`config.mk`:
```
export PLATFORM = sky130hd
export DESIGN_NAME = rx_byte_buffer
export DESIGN_NICKNAME = d
export VERILOG_FILES = /design/src/rtl/rx_byte_buffer.sv
export SDC_FILE = /design/constraint.sdc
export NUM_CORES = 1
export LEC_CHECK = 0
export ABC_AREA = 1
export CORE_MARGIN = 2
export CORE_UTILIZATION = 56
export CTS_CLUSTER_SIZE = 14
export DETAILED_ROUTE_END_ITERATION = 10
export PLACE_DENSITY_LB_ADDON = 0.15
export SYNTH_ARGS = -nofsm -noshare
export SYNTH_HDL_FRONTEND = slang
export SYNTH_SLANG_ARGS = --single-unit
```
`constraint.sdc`:
```
create_clock -name Clk -period 1.9 [get_ports Clk]
set_input_delay 0.38 -clock Clk [delete_from_list [all_inputs] [get_ports Clk]]
set_output_delay 0.38 -clock Clk [all_outputs]
set_load 0.02 [all_outputs]
```
`src/rtl/rx_byte_buffer.sv`:
```
// Receive byte buffer: synchronises PDready, pushes each new frame into a show-ahead FIFO,
// and tracks parity errors and overflow. Optional macro RX_DROP_PARERR_EN discards errored bytes.
module rx_byte_buffer #(
   parameter int DEPTH = 8,
   parameter int AW    = 3,
   parameter int ERRW  = 8
) (
   input  logic            Clk,
   input  logic            Rst,
   input  logic            PDready,
   input  logic [7:0]      PDout,
   input  logic            ParErr,
   input  logic            RdEn,
   input  logic            ClrStat,
   output logic [7:0]      RdData,
   output logic            Empty,
   output logic            Full,
   output logic [AW:0]     Count,
   output logic            Overflow,
   output logic [ERRW-1:0] ErrCount
);

   logic            r_s1, r_s2, r_s3;
   logic [7:0]      r_mem [DEPTH];
   logic [AW-1:0]   r_wr_ptr, r_rd_ptr;
   logic [AW:0]     r_count;
   logic            r_ovf;
   logic [ERRW-1:0] r_errcnt;

   logic            w_nf;
   logic            w_full, w_empty;
   logic            w_keep;
   logic            w_wr, w_rd;
   logic            w_ovf_evt, w_err_evt;
   logic [AW:0]     w_count_nxt;

   // Two-flop synchroniser plus an edge-detect flop; one nf pulse per PDready rise.
   always_ff @(posedge Clk or posedge Rst) begin
      if (Rst) begin
         r_s1 <= 1'b0;
         r_s2 <= 1'b0;
         r_s3 <= 1'b0;
      end else begin
         r_s1 <= PDready;
         r_s2 <= r_s1;
         r_s3 <= r_s2;
      end
   end

   assign w_nf    = r_s2 & ~r_s3;
   assign w_full  = (r_count == (AW+1)'(DEPTH));
   assign w_empty = (r_count == '0);

`ifdef RX_DROP_PARERR_EN
   assign w_keep = ~ParErr;
`else
   assign w_keep = 1'b1;
`endif

   // A full FIFO still accepts a byte when the same cycle pops the head.
   assign w_rd      = RdEn & ~w_empty;
   assign w_wr      = w_nf & w_keep & (~w_full | RdEn);
   assign w_ovf_evt = w_nf & w_keep & w_full & ~RdEn;
   assign w_err_evt = w_nf & ParErr;

   always_comb begin
      w_count_nxt = r_count;
      case ({w_wr, w_rd})
         2'b10:   w_count_nxt = r_count + (AW+1)'(1);
         2'b01:   w_count_nxt = r_count - (AW+1)'(1);
         default: w_count_nxt = r_count;
      endcase
   end

   always_ff @(posedge Clk) begin
      if (w_wr) r_mem[r_wr_ptr] <= PDout;
   end

   always_ff @(posedge Clk or posedge Rst) begin
      if (Rst) begin
         r_wr_ptr <= '0;
         r_rd_ptr <= '0;
         r_count  <= '0;
      end else begin
         if (w_wr) r_wr_ptr <= r_wr_ptr + AW'(1);
         if (w_rd) r_rd_ptr <= r_rd_ptr + AW'(1);
         r_count <= w_count_nxt;
      end
   end

   // ClrStat wins over a same-cycle overflow or parity event.
   always_ff @(posedge Clk or posedge Rst) begin
      if (Rst) begin
         r_ovf    <= 1'b0;
         r_errcnt <= '0;
      end else if (ClrStat) begin
         r_ovf    <= 1'b0;
         r_errcnt <= '0;
      end else begin
         if (w_ovf_evt) r_ovf <= 1'b1;
         if (w_err_evt && (r_errcnt != '1)) r_errcnt <= r_errcnt + ERRW'(1);
      end
   end

   assign RdData   = w_empty ? 8'h00 : r_mem[r_rd_ptr];
   assign Empty    = w_empty;
   assign Full     = w_full;
   assign Count    = r_count;
   assign Overflow = r_ovf;
   assign ErrCount = r_errcnt;

endmodule

```
# [Word level (Yosys, flattened, before mapping)]
# Memories as Yosys holds them, arrays and structs flattened.
# Index checks and enable logic that the tools add are counted.
[word_totals] word_cells=42 output_inout_bits=23 register_bits=22 inputBits=14 ram_bits=64 n_memories=1
[op_classes] n_eq_ne=4 n_mux=8 bitwise=11 n_addsub=5 n_reduce_logical=5
[memory_table] memory="r_mem" depth=8 word_bits=8 read_ports=1 rd_clocked_by_memory_dff=0 write_ports=1 line="24" text="logic [7:0] r_mem [DEPTH];"
[ops] cell="$mux 8" count=3
[ops] cell="$add 8x1->8 const B" count=1
[ops] cell="$ne 8x8->1 const B" count=1
[ops] cell="$pmux 4 s2" count=1
[ops] cell="$add 3x1->3 const B" count=2
[ops] cell="$and 1x1->1" count=6
[ops] cell="$reduce_bool 2->1" count=3
[ops] cell="$add 4x1->4 const B" count=1
[ops] cell="$eq 4x4->1 const B" count=1
[ops] cell="$logic_not 4->1" count=1
[ops] cell="$mux 1" count=4
[ops] cell="$not 1->1" count=4
[ops] cell="$sub 4x1->4 const B" count=1
[ops] cell="$eq 2x1->1 const B" count=1
[ops] cell="$eq 2x2->1 const B" count=1
[ops] cell="$logic_and 1x1->1" count=1
[ops] cell="$or 1x1->1" count=1

# [Depth between registers and ports, before layout]
[logic_depth] depth_word=6 ltp_mapped=14

# [Worst setup path before layout]
# Ideal clock, no wire load.
[synth_timing] path_kind="reg-to-reg" from="register r_count[1], in the netlist Count[1]" to="register r_count[2], in the netlist Count[2]" arrival_ps=1990 path_stages_with_launch=12 setup_slack_ps=-216 period_less_slack_ps=2116 n_path_buf=0 setup_ps=126 cell_sequence="dfrtp_1 inv_1 nand2_1 nor3_2 nor2_4 ha_1 nor2_1 nor2_1 ha_1 a21o_1 nor2_1 o22ai_1"
[synth_between] word_cells_on_any_way=13 cone_classes="2 x add/sub; 3 x eq/ne; 1 x mux; 5 x bitwise; 2 x reduce/logical"
[synth_lines] item="start, declared" line="26" text="logic [AW:0] r_count;"
[synth_lines] item="start signal, assigned" line="87" text="r_count <= w_count_nxt;"
[synth_lines] item="$logic_not 4->1 *" line="52" text="assign w_empty = (r_count == '0);"
[synth_lines] item="net Empty" line="16" text="output logic Empty,"
[synth_lines] item="$not 1->1 *" line="61" text="assign w_rd = RdEn & ~w_empty;"
[synth_lines] item="$and 1x1->1 *" line="61"
[synth_lines] item="net w_rd" line="33" text="logic w_wr, w_rd;"
[synth_lines] item="$eq 2x1->1 or $eq 2x2->1 (tied branches)" line="68" text="case ({w_wr, w_rd})"
[synth_lines] item="$pmux 4 s2 or $reduce_bool 2->1 (tied branches)"
# The timed path passes the listed nets; every way through them passes the cells marked *.
# A chain may end at the register's enable or synchronous reset.

# [Final worst setup path]
[layout_timing] from="register r_rd_ptr[0]" to="output RdData[5]"
[layout_between] elab_chain_cells=2
[layout_lines] item="start, declared" line="25" text="logic [AW-1:0] r_wr_ptr, r_rd_ptr;"
[layout_lines] item="start signal, assigned" line="86" text="if (w_rd) r_rd_ptr <= r_rd_ptr + AW'(1);"
[layout_lines] item="$mem_v2 8x8"
[layout_lines] item="$mux 8" line="105" text="assign RdData = w_empty ? 8'h00 : r_mem[r_rd_ptr];"
[layout_lines] item="end, declared" line="15" text="output logic [7:0] RdData,"
# No other way between the ends.

==> summary.txt <==
Timing
  – Final Slew Violations: 0
  – Skew final: 0.00865 ns
  – RSZ-0062 raised after global routing: yes
  – Fin worst setup slack: -0.157 ns
  – Slew @ Worst Pin: 0.334 ns
  – Tmin final: 2.06 ns
  – Final period util: 108%
  – Fin. Hold Viols: 0
  – Max-slew headroom: 77.7%
  – Finish-stage setup viols: 9
  – F_max: 486 MHz
  – Setup_tns: -1.11 ns

Drt
  – First drt pass iteration count: 5
  – Via density: 5.48
  – DR iter-0 viols: 144
  – DR vias: 2,848
  – WL per Instance: 17.4 µm
  – Post-route antenna net violation count: 0
  – Final wirelength: 9030 µm
  – Drc violations: 0

Placement
  – Buffers added on ports: 36
  – Final HPWL DP: 5590 µm
  – Placed cell area: 4490 µm²
  – GPL Wtd Cong: 0.842

CTS
  – Clk root buf: clkbuf_8
  – Depth of the CTS H-tree: 3
  – TritonCTS clock tree: built
  – CTS buffer count: 9
  – Clock tree buffer depth: 2
  – Clock latency on the worst-skew pair: 0.36 ns
  – Clock Sinks: 86
  – Reg clk slew, reported paths: 0.08 ns

Setup path
  – CP peak stage delay: 0.47 ns
  – WP buf/inv: 3
  – Arr. time, crit path: 1.68 ns
  – Worst Setup Start Kind: flop
  – Critical path capture point type: output port
  – Crit path max-delay cell type: dfrtp_2
  – Worst reg2reg path startpoint: Count[2]
  – Top delay family on crit path: flip-flops
  – Critical path fanouts, max: 9
  – Crit path cell chain: clkinv_4 -> clkbuf_16 -> nor2_1 -> o211ai_1 -> nand2_1 -> nor2_2 -> buf_6
  – CP required: 1.52 ns
  – Setup crit start: r_rd_ptr[0]
  – Crit Path Class: reg -> out

Finish
  – Final Net Count: 458
  – Post-Layout Inst Area: 4960 µm²
  – ANT cells: 0
  – Layout cells sized above 1: 28.0%
  – Multi-input gate area: 1260 µm²
  – Register area: 2480 µm²
  – Layout fillers: 423
  – Area grow syn2layout: 32.0%

Die
  – Chip height: 86.0 µm
  – Core Area: 6420 µm²
  – Die W: 86.0 µm
  – DIE AREA: 7390 µm²
  – Initial Util: 58.6%
  – Ports: 37
  – Row count: 29

Synthesis
  – Syn Inst Count: 356
  – Syn_area_per_cell: 10.6 µm²
  – Ys Warns: 0
  – Syn_nets: 376
  – Synthesized flop and latch total: 86
  – Ys async rst share: 25.6%
  – Top_reg_cell synth: edfxtp_1
  – Post-synth EDFFs: 64
  – Unique masters post-synth: 28
  – Synth Cell Area: 3760 µm²
  – Post-synthesis sequential area ratio: 65.7%

Run
  – # Max-Cap Violations: 0

Power
  – Pwr/cell area: 1460 nW/µm²
  – Maximum vdd drop: 1110 µV
  – Leakage power: 2.02 nW

Outcome
  – Failing checks: negative setup slack
  – Status: finished with violations

Global route
  – Total track usage: 25.9%
  – Vias in the first global route: 2,870
  – Global-route wire length before repair: 14,300 µm
  – Congestion Overflow GR: 0
  – Initial antenna violation count: 0
  – Largest net degree at the start of global routing: 23

Min path
  – HP Class: reg -> reg
  – Min-delay src: r_s1
==> synthesized netlist by cell type (3+ instances only) <==
master | instances | area [µm²]
o22ai_1 | 9 | 56.3
nor2_2 | 6 | 37.5
ha_1 | 6 | 75.1
buf_4 | 4 | 30.0
inv_1 | 23 | 86.3
nand2_2 | 3 | 18.8
nor2_1 | 70 | 263
dfrtp_1 | 22 | 551
o211ai_1 | 8 | 60.1
edfxtp_1 | 64 | 1920
nor3_1 | 4 | 20.0
xnor2_1 | 3 | 26.3
nand2_1 | 59 | 221
a21oi_1 | 3 | 15.0
inv_2 | 3 | 11.3
buf_2 | 5 | 25.0
nand3_1 | 14 | 70.1
o21ai_0 | 39 | 195
==> placed cells by master, fill, tap and decap left out, drive strengths merged, types with 5 or more instances in the layout <==
cell type / synthesis / routed
o211ai: 8 / 8
nor2: 77 / 77
o21ai: 40 / 40
o22ai: 9 / 9
clkdlybuf4s50: 0 / 24
buf: 9 / 55
inv: 26 / 26
ha: 6 / 6
dfrtp: 22 / 22
nand3: 14 / 14
clkbuf: 3 / 11
nand2: 62 / 62
nor3: 5 / 5
edfxtp: 64 / 64
==> cells by family after synthesis <==
| family | Yosys count | share of synthesized area [%] |
|---|---|---|
| xor gates and xnor gates | 4 | 0.932 |
| AOI/OAI and AO/OA | 62 | 9.18 |
| buffers and inverters | 38 | 4.39 |
| adders and majority gates | 6 | 2.00 |
| DFF | 86 | 65.7 |
| and+or+nand+nor | 160 | 17.8 |
==> flip-flops by register name (all words and copies together), names as in the netlist <==
| name | count |
|---|---|
| r_wr_ptr | 3 |
| ErrCount | 8 |
| r_s1 | 1 |
| r_rd_ptr | 3 |
| Count | 4 |
| r_s2 | 1 |
| r_mem | 64 |
| Overflow | 1 |
| r_s3 | 1 |
==> where the power goes <==
part | total, mW | internal (mW) | switching, mW
combinational | 3.43 | 1.53 | 1.90
clock | 1.43 | 0.750 | 0.677
sequential | 2.39 | 2.24 | 0.155
==> path summary, 6_finish.rpt <==
check	slack (ns)	depth (start not counted)	end
setup reg to reg	-0.01	15	Count[2]
hold reg to reg	0.36	0	r_s2
setup / recovery	-0.16	7	RdData[5]
max in group asynchronous	1.27	3	r_rd_ptr[0]
hold / removal	0.36	0	r_s2
min in group asynchronous	0.38	3	Count[0]
==> final cells by class <==
cell class	instances	area share (%)
Sequential cell	86	49.9
Clock inverter	6	1.89
Tap cell	77	1.94
Multi-Input combinational cell	232	25.3
Inverter	26	2.12
Timing Repair Buffer	83	16.2
Clock buffer	10	2.57
==> routing by layer <==
metal	track usage [%]	up-vias	part of all wire [%]
met5	0	-	0
met4	9.67	0	1.7
met3	5.10	15	5.4
met2	43.0	92	51
met1	34.1	1366	42
li1	-	1375	-
==> per-stage QoR <==
stage / hold WS (ns) / worst slack, ns / utilization (%) / power (mW) / std cells
after floorplan: 0.331 / -0.0655 / - / 4.08 / 356
after global placement: 0.341 / -0.214 / 69.9 / 5.16 / 494
after detailed placement: 0.341 / -0.277 / 69.9 / 5.23 / 494
after CTS: 0.361 / -0.172 / 76.1 / 7.06 / 517
after global routing: 0.373 / -0.252 / 77.3 / 7.63 / 520
final: 0.358 / -0.157 / 77.3 / 7.25 / 520
==> timing repair <==
action,4_1_cts,5_1_grt
pin swaps,13,10
hold buffers,0,0
setup buffers,5,3
setup endpoints to repair,11,14
cloned,2,1
gates resized for setup,93,25
No activity file was read; power rests on OpenSTA's default activity.
